==> config.mk <==
export PLATFORM = sky130hd
export DESIGN_NAME = joy_dir_filter
export DESIGN_NICKNAME = d
export VERILOG_FILES = /design/src/rtl/joy_dir_filter.sv
export SDC_FILE = /design/constraint.sdc
export NUM_CORES = 1
export LEC_CHECK = 0
export BUFFER_PORTS_ARGS = -buffer_cell sky130_fd_sc_hd__buf_2
export CAP_MARGIN = 20
export CORE_MARGIN = 2
export CORE_UTILIZATION = 61
export DETAILED_ROUTE_END_ITERATION = 12
export HOLD_SLACK_MARGIN = 0.08
export MAX_ROUTING_LAYER = met4
export PLACE_DENSITY = 0.82
export SYNTH_ARGS = -nofsm -noshare
export SYNTH_HDL_FRONTEND = slang
export SYNTH_SLANG_ARGS = --single-unit
==> constraint.sdc <==
create_clock -name clk_sys -period 2.6 [get_ports clk_sys]
set_input_delay 0.52 -clock clk_sys [delete_from_list [all_inputs] [get_ports clk_sys]]
set_output_delay 0.52 -clock clk_sys [all_outputs]
set_load 0.005 [all_outputs]
==> src/rtl/joy_dir_filter.sv <==
// Multi-player joystick conditioner: sync -> optional debounce (JOY_DEBOUNCE_EN)
// -> SOCD resolution -> optional 4-way restriction -> registered output.
module joy_dir_filter #(
  parameter int unsigned PLAYERS         = 2,
  parameter int unsigned SYNC_STAGES     = 2,
  parameter int unsigned DEBOUNCE_CYCLES = 16
) (
  input  logic                   clk_sys,
  input  logic                   I_RESETn,
  input  logic [4*PLAYERS-1:0]   dir_in,
  input  logic [1:0]             socd_mode,
  input  logic                   way4,
  output logic [4*PLAYERS-1:0]   dir_out,
  output logic [PLAYERS-1:0]     dir_chg
);

  localparam int unsigned NB = 4 * PLAYERS;

  localparam logic [1:0] MODE_LAST    = 2'b00;
  localparam logic [1:0] MODE_NEUTRAL = 2'b01;
  localparam logic [1:0] MODE_FIRST   = 2'b10;

  logic [NB-1:0]      sync_q [SYNC_STAGES];
  logic [NB-1:0]      cond;
  logic [NB-1:0]      prev_q;
  logic [NB-1:0]      rise;

  logic [PLAYERS-1:0] last_v_q, last_v_d, last_h_q, last_h_d;
  logic [PLAYERS-1:0] own_v_q, own_v_d, own_h_q, own_h_d;
  logic [PLAYERS-1:0] axis_q, axis_d;
  logic [PLAYERS-1:0] nzv_q, nzv_d, nzh_q, nzh_d;
  logic [NB-1:0]      dir_q, dir_d;
  logic [PLAYERS-1:0] chg_q, chg_d;

  logic [PLAYERS-1:0][3:0] sv, sh;
  logic [PLAYERS-1:0][4:0] fw;

  // Input synchroniser chain, all bits in parallel
  always_ff @(posedge clk_sys or negedge I_RESETn) begin
    if (!I_RESETn) begin
      for (int unsigned s = 0; s < SYNC_STAGES; s++) sync_q[s] <= '0;
    end else begin
      sync_q[0] <= dir_in;
      for (int unsigned s = 1; s < SYNC_STAGES; s++) sync_q[s] <= sync_q[s-1];
    end
  end

`ifdef JOY_DEBOUNCE_EN
  localparam int unsigned   CW      = $clog2(DEBOUNCE_CYCLES + 1);
  localparam logic [CW-1:0] CNT_TOP = CW'(DEBOUNCE_CYCLES - 1);

  logic [CW-1:0] cnt_q [NB];
  logic [CW-1:0] cnt_d [NB];
  logic [NB-1:0] deb_q, deb_d;

  // Flip the debounced bit once the disagreement has lasted DEBOUNCE_CYCLES
  always_comb begin
    deb_d = deb_q;
    for (int unsigned b = 0; b < NB; b++) begin
      cnt_d[b] = '0;
      if (sync_q[SYNC_STAGES-1][b] != deb_q[b]) begin
        if (cnt_q[b] == CNT_TOP) deb_d[b] = ~deb_q[b];
        else                     cnt_d[b] = cnt_q[b] + CW'(1);
      end
    end
  end

  always_ff @(posedge clk_sys or negedge I_RESETn) begin
    if (!I_RESETn) begin
      deb_q <= '0;
      for (int unsigned b = 0; b < NB; b++) cnt_q[b] <= '0;
    end else begin
      deb_q <= deb_d;
      for (int unsigned b = 0; b < NB; b++) cnt_q[b] <= cnt_d[b];
    end
  end

  assign cond = deb_q;
`else
  assign cond = sync_q[SYNC_STAGES-1];
`endif

  assign rise = cond & ~prev_q;

  // Per-axis SOCD; returns {out[1:0], last_next, owner_next}. Index 1 is U/L, 0 is D/R;
  // history bits hold 0 for U/L and 1 for D/R.
  function automatic logic [3:0] socd_axis(input logic [1:0] held, input logic [1:0] rs,
                                           input logic last_cur, input logic own_cur,
                                           input logic [1:0] mode);
    logic       last_n;
    logic       own_n;
    logic [1:0] res;
    last_n = last_cur;
    if (rs[1])      last_n = 1'b0;
    else if (rs[0]) last_n = 1'b1;
    own_n = own_cur;
    if (rs[1] && (rs[0] || !held[0])) own_n = 1'b0;
    else if (rs[0] && !held[1])       own_n = 1'b1;
    res = held;
    if (held == 2'b11) begin
      case (mode)
        MODE_LAST:    res = last_n ? 2'b01 : 2'b10;
        MODE_NEUTRAL: res = 2'b00;
        MODE_FIRST:   res = own_n ? 2'b01 : 2'b10;
        default:      res = held;
      endcase
    end
    return {res, last_n, own_n};
  endfunction

  // 4-way restriction; returns {out[3:0], axis_next} where axis 0 = V, 1 = H
  function automatic logic [4:0] four_way(input logic [3:0] o, input logic nzv_prev,
                                          input logic nzh_prev, input logic axis_cur,
                                          input logic w4);
    logic       v_nz, h_nz, v_new, h_new, axis_n;
    logic [3:0] res;
    v_nz   = |o[3:2];
    h_nz   = |o[1:0];
    v_new  = v_nz && !nzv_prev;
    h_new  = h_nz && !nzh_prev;
    axis_n = axis_cur;
    if (v_new && !h_new)      axis_n = 1'b0;
    else if (h_new && !v_new) axis_n = 1'b1;
    res = o;
    if (w4 && v_nz && h_nz) res = axis_n ? {2'b00, o[1:0]} : {o[3:2], 2'b00};
    return {res, axis_n};
  endfunction

  always_comb begin
    last_v_d = last_v_q;
    last_h_d = last_h_q;
    own_v_d  = own_v_q;
    own_h_d  = own_h_q;
    axis_d   = axis_q;
    nzv_d    = nzv_q;
    nzh_d    = nzh_q;
    dir_d    = dir_q;
    chg_d    = '0;
    sv       = '0;
    sh       = '0;
    fw       = '0;
    for (int unsigned p = 0; p < PLAYERS; p++) begin
      sv[p] = socd_axis(cond[4*p+2 +: 2], rise[4*p+2 +: 2], last_v_q[p], own_v_q[p], socd_mode);
      sh[p] = socd_axis(cond[4*p +: 2], rise[4*p +: 2], last_h_q[p], own_h_q[p], socd_mode);
      last_v_d[p] = sv[p][1];
      own_v_d[p]  = sv[p][0];
      last_h_d[p] = sh[p][1];
      own_h_d[p]  = sh[p][0];
      nzv_d[p]    = |sv[p][3:2];
      nzh_d[p]    = |sh[p][3:2];
      fw[p]       = four_way({sv[p][3:2], sh[p][3:2]}, nzv_q[p], nzh_q[p], axis_q[p], way4);
      axis_d[p]   = fw[p][0];
      dir_d[4*p +: 4] = fw[p][4:1];
      chg_d[p]    = (fw[p][4:1] != dir_q[4*p +: 4]);
    end
  end

  always_ff @(posedge clk_sys or negedge I_RESETn) begin
    if (!I_RESETn) begin
      prev_q   <= '0;
      last_v_q <= '0;
      last_h_q <= '0;
      own_v_q  <= '0;
      own_h_q  <= '0;
      axis_q   <= '0;
      nzv_q    <= '0;
      nzh_q    <= '0;
      dir_q    <= '0;
      chg_q    <= '0;
    end else begin
      prev_q   <= cond;
      last_v_q <= last_v_d;
      last_h_q <= last_h_d;
      own_v_q  <= own_v_d;
      own_h_q  <= own_h_d;
      axis_q   <= axis_d;
      nzv_q    <= nzv_d;
      nzh_q    <= nzh_d;
      dir_q    <= dir_d;
      chg_q    <= chg_d;
    end
  end

  assign dir_out = dir_q;
  assign dir_chg = chg_q;

endmodule

; After elaboration in Yosys (flattened, before gate mapping)
; Cells that the tools add are included.
; Widths: inputs -> output; s select.
[word_totals]
reg_bits = 48
inputBits = 13
out_inout_bits = 10
elab_cells = 107
[op_classes]
eq_ne = 8
mux = 40
bitwise_logic = 2
reduce_logical = 45
[op_table]
columns = cell, n
row1 = $mux 2, 12
row2 = $pmux 2 s3, 4
row3 = $logic_and 1x1->1, 20
row4 = $mux 1, 20
row5 = $logic_not 1->1, 16
row6 = $mux 4, 4
row7 = $eq 2x2->1 const B, 5
row8 = $and 8x8->8, 1
row9 = $ne 4x4->1, 2
row10 = $not 8->8, 1
row11 = $reduce_or 2->1, 4
row12 = $logic_or 1x1->1, 4
row13 = $eq 2x1->1 const B, 1
row14 = $logic_not 2->1, 1

; Depth between registers and ports, before layout
[logic_depth]
ltp_word = 17
depth_mapped = 7
mapped_depth_nobuf = 6

; Worst setup path before layout
; Ideal clock, no wire load.
[synth_path]
path_type = input -> register
start = in socd_mode[0]
end = reg chg_q[0] (netlist: dir_chg[0])
arrival_time_ps = 1674
required_ps = 2459
setup_slack_ps = 784
path_stages = 6
n_path_buf = 0
path_cell_list = nor2b_2 > nor3_1 > o221ai_1 > a221o_1 > a211oi_1 > o2111ai_1
[synth_between]
elab_chain_len = 12
word_cells_on_any_way = 22
cone_classes = eq/ne (3) / mux (8) / reduce/logical (11)
[synth_lines]
columns = item, line_no
row1 = from (decl), 11  ; input logic [1:0] socd_mode,
row2 = $eq 2x2->1 (tied with other cells), 101  ; case (mode)
row3 = $pmux 2 s3, 101
row4 = $mux 2, 100  ; if (held == 2'b11) begin
row5 = $reduce_or 2->1, 117  ; v_nz = |o[3:2];
row6 = $logic_and 1x1->1, 119  ; v_new = v_nz && !nzv_prev;
row7 = $logic_not 1->1, 123  ; else if (h_new && !v_new) axis_n = 1'b1;
row8 = $logic_and 1x1->1, 123
row9 = $mux 1, 123
row10 = $mux 1, 122  ; if (v_new && !h_new) axis_n = 1'b0;
row11 = $mux 4, 125  ; if (w4 && v_nz && h_nz) res = axis_n ? {2'b00, o[1:0]} : {o[3:2], 2'b00};
row12 = $mux 4 *, 125
row13 = $ne 4x4->1 *, 154  ; chg_d[p] = (fw[p][4:1] != dir_q[4*p +: 4]);
row14 = named net chg_d[0], 33  ; logic [PLAYERS-1:0] chg_q, chg_d;
row15 = to (signal assigned), 180  ; chg_q <= chg_d;
row16 = to (decl), 33
; The timed path passes the listed nets; every way through them passes the cells marked *.

; Worst setup path in the final report
[layout_path]
start = reg sync_q, in the netlist cond[6]
end = reg chg_q[1] (netlist: dir_chg[1])
[layout_between]
elab_chain_len = 16
word_cells_on_any_way = 26
cone_classes = eq/ne (2) / mux (12) / bitwise (1) / reduce/logical (11)
[layout_lines]
columns = item, line_no
row1 = from (decl), 23  ; logic [NB-1:0] sync_q [SYNC_STAGES];
row2 = $and 8x8->8 or $logic_not 1->1 (tied branches), "83, 97"
row3 = $logic_and 1x1->1 or $logic_or 1x1->1 (tied branches), "98, 97"
row4 = $mux 1 or $logic_and 1x1->1 (tied branches), "98, 97"
row5 = $mux 1, 97  ; if (rs[1] && (rs[0] || !held[0])) own_n = 1'b0;
row6 = $mux 2, 104  ; MODE_FIRST: res = own_n ? 2'b01 : 2'b10;
row7 = $pmux 2 s3, 101
row8 = $mux 2 *, 100
row9 = $reduce_or 2->1 *, 117
row10 = [2 not listed], --
row11 = $logic_and 1x1->1, 123
row12 = $mux 1, 123
row13 = $mux 1, 122
row14 = $mux 4, 125
row15 = $mux 4 *, 125
row16 = named net dir_d[4], 32  ; logic [NB-1:0] dir_q, dir_d;
row17 = $ne 4x4->1 *, 154
row18 = named net chg_d[1], 33
; Marks and branches as above.

==> results.md <==
- Status: complete, no violations
- Cell area after technology mapping: 2100 sq um
- Kind of capture point of the worst setup path: flop
- Count of non-filler cells in the finished layout: 267
- Most frequent cells in the layout: sky130_fd_sc_hd__dfrtp_1, sky130_fd_sc_hd__buf_2, sky130_fd_sc_hd__o21ai_0
- Combinational power share: 15.3%
- Master cell of the clock root buffer: sky130_fd_sc_hd__clkbuf_4
- Clock-pin slew on the worst setup and hold paths: 130 ps
- Cell Rows: 21
- Reported net switching power: 0.000396 W
- Initial Utilization: 63.5%
- Power density over the cells: 607 nW/um^2
- Hold Path Class: in -> async
- Clock latency reported for the late side of the worst-skew pair: 370 ps
- Fmax achieved: 0.516 GHz
- Worst voltage drop across the vdd grid: 0.432 mV
- Total number of vias: 1617
- Number of cells on the critical path: 6
- First-pass GRT wire length: 7180 microns
- First-iteration detailed-routing DRC count: 114
- Setup repair after global routing missed its margin: no
- Routability congestion estimate: 0.842
- Number of different library cells in the post-synthesis netlist: 45
- Largest stage delay, worst path: 590 ps
- CTS tree: yes
- Number of flops mapped to enable cells by yosys: 0
- Number of antenna violations at the first check in global routing: 0
- Cell types with the largest area share after synthesis: sky130_fd_sc_hd__dfrtp_1, sky130_fd_sc_hd__nor2b_1, sky130_fd_sc_hd__o21ai_0
- Most common cell after layout, fill and taps aside: sky130_fd_sc_hd__dfrtp_1
- CP Launch Type: flop
- CP cell instances: o21ai_0, a31o_1, or3b_1, and3_4, a32oi_1, nand4_1
- Count of max-cap constraint violations: 0
- Minimum hold slack: 220 ps
- Total half-perimeter wirelength after legalization and detailed placement: 2880 microns
- Remaining global-route overflow: 0
- Required time of the critical path: 2840 ps
- Portion of the post-synthesis area used by sequential elements: 57.2%
- Final critical path time including I/O delays and setup: 1940 ps
- NumNets Final: 234
- Cts hold-fix bufs: 0
- Number of CTS-inserted buffers: 5
- Number of levels the H-tree was split into: 2
- Leak pwr: 0.998 nW
- Die Footprint: 3930 sq um
- Count of unresolved DRC violations after routing: 0
- Post-DP Area: 2260 sq um
- Post-synthesis average cell area: 10.8 sq um
- First-pass iteration count of the detailed router: 4
- Cell taking the most area after synthesis: sky130_fd_sc_hd__dfrtp_1
- Die Y: 62.7 microns
- Number of instances in the placed design: 260
- Clock Skew: 13.1 ps
- Finished Cell Area: 2310 sq um
- Deepest clock path buffer count: 2
- Number of setup buffers added after CTS: 0
- CP Data Arrival Time: 2180 ps
- Total detailed-routing wirelength: 3930 microns
- Post-detailed-route wirelength per cell: 14.7 microns
- Total GRT Usage: 24.1%
- Transition time of the tightest slew-check pin: 572 ps
- Core region area: 3310 sq um
- Die X-Extent: 62.7 microns
- Slew headroom: 61.9%
- IO Port Bufs: 22
- Cell class contributing the biggest share of worst-path delay: simple AND/OR/NAND/NOR gates
- Boundary Pins: 23
- Detail-routed via count per cell: 6.06
- Top fanout value on the critical path: 12
- Async set-or-reset flop fraction in the synthesized netlist: 100%
- Final max-slew violation count: 0
- Final sum of negative setup slack: 0 ps
- Relative area change from synthesis to final layout: 10.1%
- Buffers plus inverters on the worst setup path: 0
- Slowest CP cell: sky130_fd_sc_hd__dfrtp_1
- Syn. warnings: 0
- Top flip-flop cell by instance count after synthesis: sky130_fd_sc_hd__dfrtp_1
- Final Hold Violating Endpoints: 0
- Clock group share of total power: 22.8%
- Share of power burned in registers: 61.9%
- Syn Nets: 207
- Overall power consumption: 0.00141 W
- ANT cells: 0
- Proportion of total power due to net switching: 28.2%
- Gates resized, CTS repair: 0
- Number of sinks handled by clock tree synthesis: 48
- Internal power: 0.00101 W
- Share of the synthesized area in the top cell type: 57.2%
- Count of mapped cells out of synthesis: 194
- Number of cells traversed by the worst register-to-register path: 6
- Share of final-layout standard cells stronger than drive strength 1: 15.4%
- Post-synthesis register bit count: 48
- Final setup violating endpoints: 0
- Number of nets with antenna violations after routing: 0
- Final period util: 74.6%
- Largest net degree at the start of global routing: 49
- Vias in the first global route: 1660
- Worst setup path category: reg -> reg
## layout make-up
type / instances / area [sq um]
inverters: 13 / 48.8
clock buffers: 5 / 37.5
multi-input cells: 130 / 838
clock inverters: 2 / 12.5
repair buffers: 23 / 118
fillers: 286 / 997
well taps: 46 / 57.6
flip-flops and latches: 48 / 1200
## sequential cells by signal (all words and copies together), names as in the netlist
register  cells
axis_q        2
cond          8
dir_chg       2
dir_out       8
last_h_q      2
last_v_q      2
nzh_q         2
nzv_q         2
own_h_q       2
own_v_q       2
prev_q        8
sync_q        8
## cells by family (layout without fill, tap and decap cells)
group	count (synthesis)	after routing	share of synthesized area [%]
simple gates	68	68	17.9
compound gates	57	57	19.7
flops	48	48	57.2
buf+inv	16	43	2.92
fa+ha+maj	2	2	0.953
xor+xnor	2	2	0.834
mux	1	1	0.476
## layer usage
| metal | share of wire [%] | global-route usage, % | up-vias |
|---|---|---|---|
| li1 | - | - | 755 |
| met2 | 48 | 38.3 | 38 |
| met1 | 45 | 29.7 | 813 |
| met4 | 2.8 | 13.1 | 0 |
| met3 | 3.5 | 4.14 | 11 |
| met5 | 0 | - | - |
## path summary, 6_finish.rpt
path	start	to	slack, ps
worst max-delay path	cond[6]	dir_chg[1]	660
worst min-delay path	I_RESETn	own_v_q[0]	220
worst max register to register	cond[6]	dir_chg[1]	660
worst min register to register	sync_q[14]	cond[6]	360
max in group asynchronous	I_RESETn	nzv_q[0]	1990
min in group clk_sys	dir_in[4]	sync_q[12]	250
## stage by stage
| stage | worst slack [ps] | util, % |
|---|---|---|
| 3_5_place_dp | 442 | 68.4 |
| 3_3_place_gp | 494 | 68.4 |
| 5_1_grt | 545 | 69.9 |
| 2_1_floorplan | 784 | - |
| 4_1_cts | 654 | 69.9 |
| 6_report | 661 | 69.9 |
## cells in the mapped netlist (all sizes together), types with 2 or more instances
| library cell | instances |
|---|---|
| and2 | 3 |
| inv | 13 |
| nand2b | 9 |
| a21o | 2 |
| nand3 | 3 |
| a32oi | 2 |
| o21ai | 15 |
| o21a | 4 |
| nand3b | 2 |
| nand4b | 2 |
| o22a | 3 |
| o2111ai | 3 |
| clkbuf | 2 |
| nand2 | 10 |
| nor2b | 13 |
| nor3 | 6 |
| a32o | 3 |
| a21oi | 4 |
| nor2 | 13 |
| o211ai | 6 |
| dfrtp | 48 |
| maj3 | 2 |
| and3 | 2 |
| o22ai | 2 |
| a211oi | 5 |
## worst reg2reg max path: stages, from the launching register on
cell and delay (ps):
sky130_fd_sc_hd__dfrtp_1 590, sky130_fd_sc_hd__o21ai_0 160, sky130_fd_sc_hd__a31o_1 240, sky130_fd_sc_hd__or3b_1 370, sky130_fd_sc_hd__and3_4 190, sky130_fd_sc_hd__a32oi_1 150
sky130_fd_sc_hd__nand4_1 110
## power groups by stage
| stage | Clock, W | Combinational (W) | Sequential [W] |
|---|---|---|---|
| 2_1_floorplan | 0 | 0.000146 | 0.000867 |
| 3_3_place_gp | 0 | 0.000206 | 0.000876 |
| 3_5_place_dp | 0 | 0.000216 | 0.000883 |
| 4_1_cts | 0.000331 | 0.000217 | 0.000869 |
| 5_1_grt | 0.000363 | 0.000247 | 0.000880 |
| 6_report | 0.000320 | 0.000215 | 0.000870 |
(Power assumes the default switching activity.)
